### src/rtl/decode_serial_splitter.sv
// Buffers one decoded group and replays it to rename as compacted sub-groups.
// Each serialized op is isolated in lane 0; all other op runs stay packed together.
module decode_serial_splitter #(
    parameter int WIDTH = 4,
    parameter int OP_W  = 64,
    parameter int CNT_W = 16
) (
    input  logic                  clk,
    input  logic                  rst,
    input  logic                  stall,
    input  logic                  clear,
    input  logic [WIDTH-1:0]      in_valid,
    input  logic [WIDTH-1:0]      in_serialized,
    input  logic [WIDTH*OP_W-1:0] in_op,
    output logic                  in_ready,
    output logic [WIDTH-1:0]      out_valid,
    output logic [WIDTH-1:0]      out_serialized,
    output logic [WIDTH*OP_W-1:0] out_op,
    output logic                  busy,
    output logic [CNT_W-1:0]      split_count
);

    localparam int IW = $clog2(WIDTH);
    localparam int HW = IW + 1;

    logic [WIDTH-1:0] buf_valid;
    logic [WIDTH-1:0] buf_ser;
    logic [OP_W-1:0]  buf_op [WIDTH];
    logic [HW-1:0]    head;
    logic [HW-1:0]    n;
    logic [HW-1:0]    sel_end;
    logic [HW-1:0]    span;
    logic             last;
    logic             accept;
    logic             in_split;

    always_comb begin
        n = '0;
        for (int i = 0; i < WIDTH; i++) n = n + HW'(buf_valid[i]);
    end

    assign busy = head < n;

    // A serialized head goes out alone; otherwise stop just before the next serialized op.
    always_comb begin
        sel_end = n;
        if (busy && buf_ser[IW'(head)]) begin
            sel_end = head + HW'(1);
        end else begin
            for (int j = WIDTH - 1; j > 0; j--) begin
                if (HW'(j) > head && buf_ser[j] && buf_valid[j]) sel_end = HW'(j);
            end
        end
    end

    assign last     = busy && (sel_end == n);
    assign in_ready = !clear && !stall && (!busy || last);
    assign accept   = (|in_valid) && in_ready;

    // With contiguous valids, a group splits exactly when it has a serialized op and another op.
    assign in_split = (|(in_serialized & in_valid)) && in_valid[1];

    always_comb begin
        out_valid      = '0;
        out_serialized = '0;
        out_op         = '0;
        span           = sel_end - head;
        for (int k = 0; k < WIDTH; k++) begin
            if (busy && HW'(k) < span) begin
                out_valid[k]               = 1'b1;
                out_serialized[k]          = buf_ser[IW'(head + HW'(k))];
                out_op[k*OP_W +: OP_W]     = buf_op[IW'(head + HW'(k))];
            end
        end
    end

    always_ff @(posedge clk) begin
        if (rst) begin
            buf_valid   <= '0;
            buf_ser     <= '0;
            head        <= '0;
            split_count <= '0;
        end else if (clear) begin
            buf_valid <= '0;
            head      <= '0;
        end else if (accept) begin
            buf_valid <= in_valid;
            buf_ser   <= in_serialized & in_valid;
            head      <= '0;
            if (in_split && split_count != '1) split_count <= split_count + CNT_W'(1);
        end else if (busy && !stall) begin
            if (last) begin
                buf_valid <= '0;
                head      <= '0;
            end else begin
                head <= sel_end;
            end
        end
    end

    // NOTE: payload storage is qualified by buf_valid, so it needs no reset and stays plain flops.
    always_ff @(posedge clk) begin
        if (accept) begin
            for (int i = 0; i < WIDTH; i++) buf_op[i] <= in_op[i*OP_W +: OP_W];
        end
    end

`ifndef SYNTHESIS
    always @(posedge clk) begin
        if (!rst) begin
            assert ((in_valid & (in_valid + WIDTH'(1))) == '0)
                else $error("in_valid not contiguous: %b", in_valid);
            assert (out_serialized[WIDTH-1:1] == '0)
                else $error("serialized op outside lane 0: %b", out_serialized);
            assert (!(out_serialized[0] && out_valid[1]))
                else $error("serialized op shares its sub-group: %b", out_valid);
        end
    end
`endif

endmodule

### config.mk
export PLATFORM = sky130hd
export DESIGN_NAME = decode_serial_splitter
export DESIGN_NICKNAME = d
export VERILOG_FILES = /design/src/rtl/decode_serial_splitter.sv
export SDC_FILE = /design/constraint.sdc
export NUM_CORES = 1
export LEC_CHECK = 0
export BUFFER_PORTS_ARGS = -buffer_cell sky130_fd_sc_hd__buf_4
export CAP_MARGIN = 10
export CORE_MARGIN = 5
export CORE_UTILIZATION = 41
export DETAILED_ROUTE_END_ITERATION = 10
export GPL_ROUTABILITY_DRIVEN = 0
export PLACE_DENSITY = 0.66
export RECOVER_POWER = 100
export SYNTH_ARGS = -nofsm -noshare
export SYNTH_HDL_FRONTEND = slang
export SYNTH_SLANG_ARGS = --single-unit
### constraint.sdc
create_clock -name clk -period 10.8 [get_ports clk]
set_input_delay 2.16 -clock clk [delete_from_list [all_inputs] [get_ports clk]]
set_output_delay 2.16 -clock clk [all_outputs]
set_load 0.05 [all_outputs]
Word-level counts from Yosys, hierarchy flattened
Memory sizes are Yosys's and may differ from the RTL's. A register that Yosys moved wholly into a read port is not among the register bits.
Cells that the tools add are included.
{"block": "totals", "regBits": 27, "ram_bits": 256, "mem_count": 1}
{"block": "classes", "n_addsub": 8, "n_lt_le_gt_ge": 12, "eq_ne": 2, "mux": 32, "bitwise_logic": 2, "reduce_logical": 31}
{"name": "buf_op", "words": 4, "width": 64, "read_ports": 4, "rd_ports_with_merged_regs": 1, "write_ports": 4, "line_no": "28", "text": "logic [OP_W-1:0] buf_op [WIDTH];"}
{"op": "64-bit 2-to-1 mux", "n": 4}
{"op": "1-bit logical AND", "n": 18}
{"op": "16-bit by 1-bit adder with 16-bit output, second input constant", "n": 1}
{"op": "16-bit != test, second input constant", "n": 1}
{"op": "3-bit 2-to-1 mux", "n": 5}
{"op": "1-bit 2-to-1 mux", "n": 14}
{"op": "2-bit by 3-bit < comparator with 1-bit output, second input constant", "n": 4}
{"op": "4-bit 2-to-1 mux", "n": 3}
{"op": "1-bit binary-select mux with 2-bit select", "n": 4}
{"op": "4-bit OR reduction", "n": 2}
{"op": "2-bit by 3-bit > comparator with 1-bit output, first input constant", "n": 2}
{"op": "1-bit by 3-bit < comparator with 1-bit output, first input constant", "n": 2}
{"op": "2-bit by 3-bit < comparator with 1-bit output, first input constant", "n": 2}
{"op": "2-bit adder, second input constant", "n": 2}
{"op": "4-bit AND", "n": 1}
{"op": "2-bit 2-to-1 mux", "n": 2}
{"op": "2-bit AND reduction", "n": 2}
{"op": "2-bit nonzero test", "n": 2}
{"op": "2-bit by 1-bit adder with 3-bit output", "n": 1}
{"op": "3-bit by 1-bit adder with 3-bit output", "n": 1}
{"op": "3-bit by 1-bit adder with 3-bit output, second input constant", "n": 1}
{"op": "3-bit == test", "n": 1}
{"op": "1-bit by 3-bit > comparator with 1-bit output, first input constant", "n": 1}
{"op": "1-bit logical NOT", "n": 3}
{"op": "other kinds (8)", "n": 8}

Longest topological paths before layout
{"block": "depth", "depth_word": 14, "depth_mapped": 19}

Worst setup path before layout
No wires, ideal clock.
{"block": "synth_timing", "path_kind": "reg2reg", "startpoint": "register buf_valid[0]", "endpoint": "register with a tool-made name", "setup_ns": 0.465, "arrival_time_ns": 8.556, "t_required_ns": 10.335, "slack_ns": 1.779, "stages_incl_launch_ff": 17, "path_buffers": 2, "synth_period_minus_slack_ns": 9.021, "path_cell_list": "dfxtp_1 > fa_1 > ha_1 > ha_1 > inv_1 > ha_1 > inv_1 > o311ai_4 > inv_2 > buf_2 > nand2_1 > o31ai_1 > or4_1 > buf_2 > a21o_1 > inv_1 > a2111oi_0"}
{"element": "start: declaration", "line_no": "26", "text": "logic [WIDTH-1:0] buf_valid;"}
{"element": "start signal: assignment", "line_no": "87", "text": "buf_valid <= in_valid;"}

Final worst setup path
{"block": "layout_timing", "startpoint": "register buf_valid[0]", "endpoint": "output out_op[38]"}
{"block": "layout_via", "elab_chain_cells": 11, "elab_cells_between_ends": 13}
{"element": "1-bit by 1-bit adder with 2-bit output *", "line_no": "39", "text": "for (int i = 0; i < WIDTH; i++) n = n + HW'(buf_valid[i]);"}
{"element": "2-bit by 1-bit adder with 3-bit output *", "line_no": "39"}
{"element": "3-bit by 1-bit adder with 3-bit output *", "line_no": "39"}
{"element": "branches (longest 6 deep; another with 3-bit < comparator)"}
{"element": "1-bit logical AND *", "line_no": "69", "text": "if (busy && HW'(k) < span) begin"}
{"element": "64-bit 2-to-1 mux *", "line_no": "69"}
{"element": "end: declaration", "line_no": "18", "text": "output logic [WIDTH*OP_W-1:0] out_op,"}
Every way passes the cells marked *.

==> impl_metrics.py <==
metrics = {
    "power": {
        "power_switching_mw": 0.676,
        "power_frac_seq_pct": 47.7,
        "p_int_mw": 2.04,
        "sw_frac_of_total_pct": 24.8,
        "power_density_nw_per_um2": 119,
        "clkPwrFrac_pct": 41.4,
        "p_total_mw": 2.72,
        "vdd_drop_max_mv": 0.0837,
        "p_leak_nw": 8.07,
        "pwr-share-comb_pct": 10.9,
    },
    "sta": {
        "setup_tns_ns": 0,
        "finalSetupViolations": 0,
        "period_minus_slack_ns": 9.71,
        "max_freq_ghz": 0.103,
        "relSlewSlack_pct": -99.8,
        "timing_hold_violations_final": 0,
        "rsz0062_at_grt": "no",
        "fin_crit_sh_pct": 89.9,
        "tightest_slew_ns": 3.00,
        "skew_ns": 0.0355,
        "slew_violations": 191,
    },
    "cts": {
        "numCtsBuffers": 36,
        "cts-hold-fix-buffers": 0,
        "cts.root.buffer_cell": "clkbuf_16",
        "cts.clk_slew.worst_paths_ns": 0.05,
        "cts_tree": "yes",
        "clockBufferDepth": 3,
        "htreeDepth": 2,
        "cts_resized": 0,
        "cts_sinks": 285,
        "post_cts_buffers": 0,
        "clock_latency_ns": 0.55,
    },
    "floorplan": {
        "core_sq_um": 43100,
        "die_h_microns": 219,
        "dieArea_sq_um": 47900,
        "die_w_microns": 219,
        "pin_count": 550,
        "start_util_pct": 41.5,
        "rows": 76,
    },
    "place": {
        "io_buffers": 549,
        "hpwl_microns": 43500,
        "placed_cell_area_sq_um": 22400,
    },
    "route": {
        "drtPass1Iterations": 5,
        "wire_per_inst_microns": 27.5,
        "drc": 0,
        "drt-vias-per-instance": 6.02,
        "drtIter0Drc": 1191,
        "ant_nets": 0,
        "wirelength_microns": 61800,
        "vias": 13500,
    },
    "synth": {
        "synth_seq_area_share_pct": 46.2,
        "synthCells": 1142,
        "yosys-top-cells-area": "edfxtp_1, mux4_2, dfxtp_1, nor2b_1, nor3b_1",
        "synth_fp_nets": 1419,
        "syn_area_sq_um": 17900,
        "ys.flop_type": "edfxtp_1",
        "yosys.area.top_type_share_pct": 43.0,
        "yosysUniqueCellTypes": 58,
        "yosysTopAreaCell": "edfxtp_1",
        "synthTopCellsByCount": "mux4_2, edfxtp_1, nor2b_1, clkbuf_1, and3_1",
        "synth.most_common_cell": "mux4_2",
        "avgSynthCellArea_sq_um": 15.7,
        "ys_async_sr_fraction_pct": 0,
        "synth_edf_count": 256,
        "ys_seq_elements": 285,
        "ys_warn_count": 0,
    },
    "status": {
        "violations": "max-capacitance violations, max-slew violations",
        "status": "finished with violations",
    },
    "critical_path": {
        "rr_worst_depth": 16,
        "crit_top_cell": "ha_1",
        "rr_endpoint": "buf_op[2][61]",
        "rrSetupSlack_ns": 1.76,
        "critPathLaunch": "buf_valid[0]",
        "worstPathArrival_ns": 7.55,
        "path_max_fanout": 64,
        "cp_num_buf_inv": 5,
        "crit_cells": 18,
        "start_kind": "flop",
        "slowest_stage": "a21o_1",
        "slowest_delay_ns": 1.78,
        "endpoint_kind": "primary output",
        "rr_startpoint": "buf_valid[1]",
        "critPathRequiredTime_ns": 8.64,
        "crit_type": "flop to primary output",
        "path_delay_family": "compound AO/OA/AOI/OAI gates",
        "endpoint": "out_op[38]",
        "path_cells": "fa_1, ha_1, ha_1, inv_1, ha_1, inv_1, o311ai_4, clkinv_2, a21o_1, o22ai_1, ha_1, inv_1, fa_1, nand2_1, or3_4, a21o_1, and3_1, buf_4",
    },
    "run": {
        "cap_violations": 4,
    },
    "layout": {
        "final_area_sq_um": 22800,
        "final_nets": 1907,
        "post-route-util_pct": 52.9,
        "drive_above_1_share_pct": 44.1,
        "area_delta_synth_final_pct": 27.5,
        "fill_cells": 3708,
    },
    "global_routing": {
        "grt_usage_pct": 25.0,
        "grt_pass1_vias": 13800,
        "grt_pass1_wl_microns": 90300,
        "grt_antenna_before_repair": 16,
        "grt_max_degree": 126,
        "globalRouteOverflowTotal": 0,
    },
    "worst_hold_path": {
        "min_path_type": "flop to flop",
    },
}
[how the worst min path moves through the flow]
stage                            start      endpoint  cells past startpoint  slack (ns)
after floorplan           buf_valid[2]  buf_valid[2]                      2        0.44
after global placement    buf_valid[2]  buf_valid[2]                      2        0.48
after detailed placement  buf_valid[0]  buf_valid[0]                      2        0.49
after CTS                 buf_valid[0]  buf_valid[0]                      2        0.50
after global routing      buf_valid[3]  buf_valid[3]                      2        0.52
final                     buf_valid[0]  buf_valid[0]                      2        0.49
[per-layer routing]
| layer | GRT usage (%) | part of all wire (%) | routed length, microns | up-vias |
|---|---|---|---|---|
| met5 | 0 | 0.17 | 103 | - |
| met2 | 41.8 | 50 | 31100 | 685 |
| met1 | 31.7 | 37 | 22900 | 7033 |
| li1 | - | - | - | 5684 |
| met4 | 8.83 | 3.6 | 2240 | 14 |
| met3 | 6.62 | 8.8 | 5430 | 124 |
[worst reg2reg max path, cell delays in order, from the launching register on]
cell	delay [ns]
dfxtp_1	0.37
fa_1	0.44
ha_1	0.20
ha_1	0.24
inv_1	0.13
ha_1	0.26
nand3b_1	0.13
o311ai_4	0.22
clkinv_2	0.54
clkbuf_1	2.19
a2111oi_0	0.44
a41o_1	0.37
or4_1	0.61
clkbuf_1	0.50
a21o_1	0.46
inv_8	0.57
buf_4	0.93
[cell type report]
| cell class | instances | area (sq um) | share of cell area (%) |
|---|---|---|---|
| Multi-Input combinational cell | 731 | 9050 | 39.7 |
| Antenna cell | 7 | 17.5 | 0.0768 |
| Sequential cell | 285 | 8280 | 36.3 |
| Tap cell | 585 | 732 | 3.21 |
| Clock inverter | 19 | 129 | 0.565 |
| Clock buffer | 45 | 955 | 4.19 |
| Inverter | 10 | 46.3 | 0.203 |
| Timing Repair Buffer | 566 | 3590 | 15.8 |
[registers in the layout, indices dropped and copies added (netlist names), named ones only]
register     cells
buf_op         256
head             3
split_count     16
buf_ser          4
buf_valid        4
[power groups by stage]
stage / clock network, mW / logic, mW / registers (mW)
final: 1.12 / 0.297 / 1.30
after global routing: 1.20 / 0.314 / 1.30
after CTS: 1.15 / 0.310 / 1.30
after detailed placement: 0 / 0.308 / 1.32
after global placement: 0 / 0.307 / 1.31
after floorplan: 0 / 0.170 / 1.32
[metrics by stage]
step,instances,worst slack (ns),hold WS [ns]
after floorplan,1142,1.78,0.442
after global placement,2177,2.52,0.482
after detailed placement,2177,2.30,0.489
after CTS,2241,1.71,0.497
after global routing,2246,0.729,0.518
final,2248,1.09,0.494
[cell families (layout without fill, tap and decap cells)]
group,Yosys count,after routing,share of synthesized area (%)
AO/OA/AOI/OAI,66,66,2.77
XOR/XNOR,1,1,0.0490
adder cells (fa/ha/maj),9,9,0.713
buffers and inverters,126,640,3.22
flip-flops,285,285,46.2
multiplexers,283,283,34.1
other,0,7,0
AND/OR/NAND/NOR,372,372,12.9
[layout by cell type (no fill, tap or decap), types with 19 or more instances in the layout]
| cell type | count |
|---|---|
| nor2b_1 | 83 |
| buf_4 | 154 |
| clkbuf_1 | 181 |
| clkbuf_16 | 36 |
| clkbuf_4 | 237 |
| a21oi_1 | 21 |
| and2_0 | 48 |
| and2_1 | 19 |
| mux4_2 | 260 |
| and3_1 | 73 |
| dfxtp_1 | 25 |
| nor3b_1 | 65 |
| nor2_1 | 28 |
| edfxtp_1 | 256 |
Power figures use the tool's default switching activity.
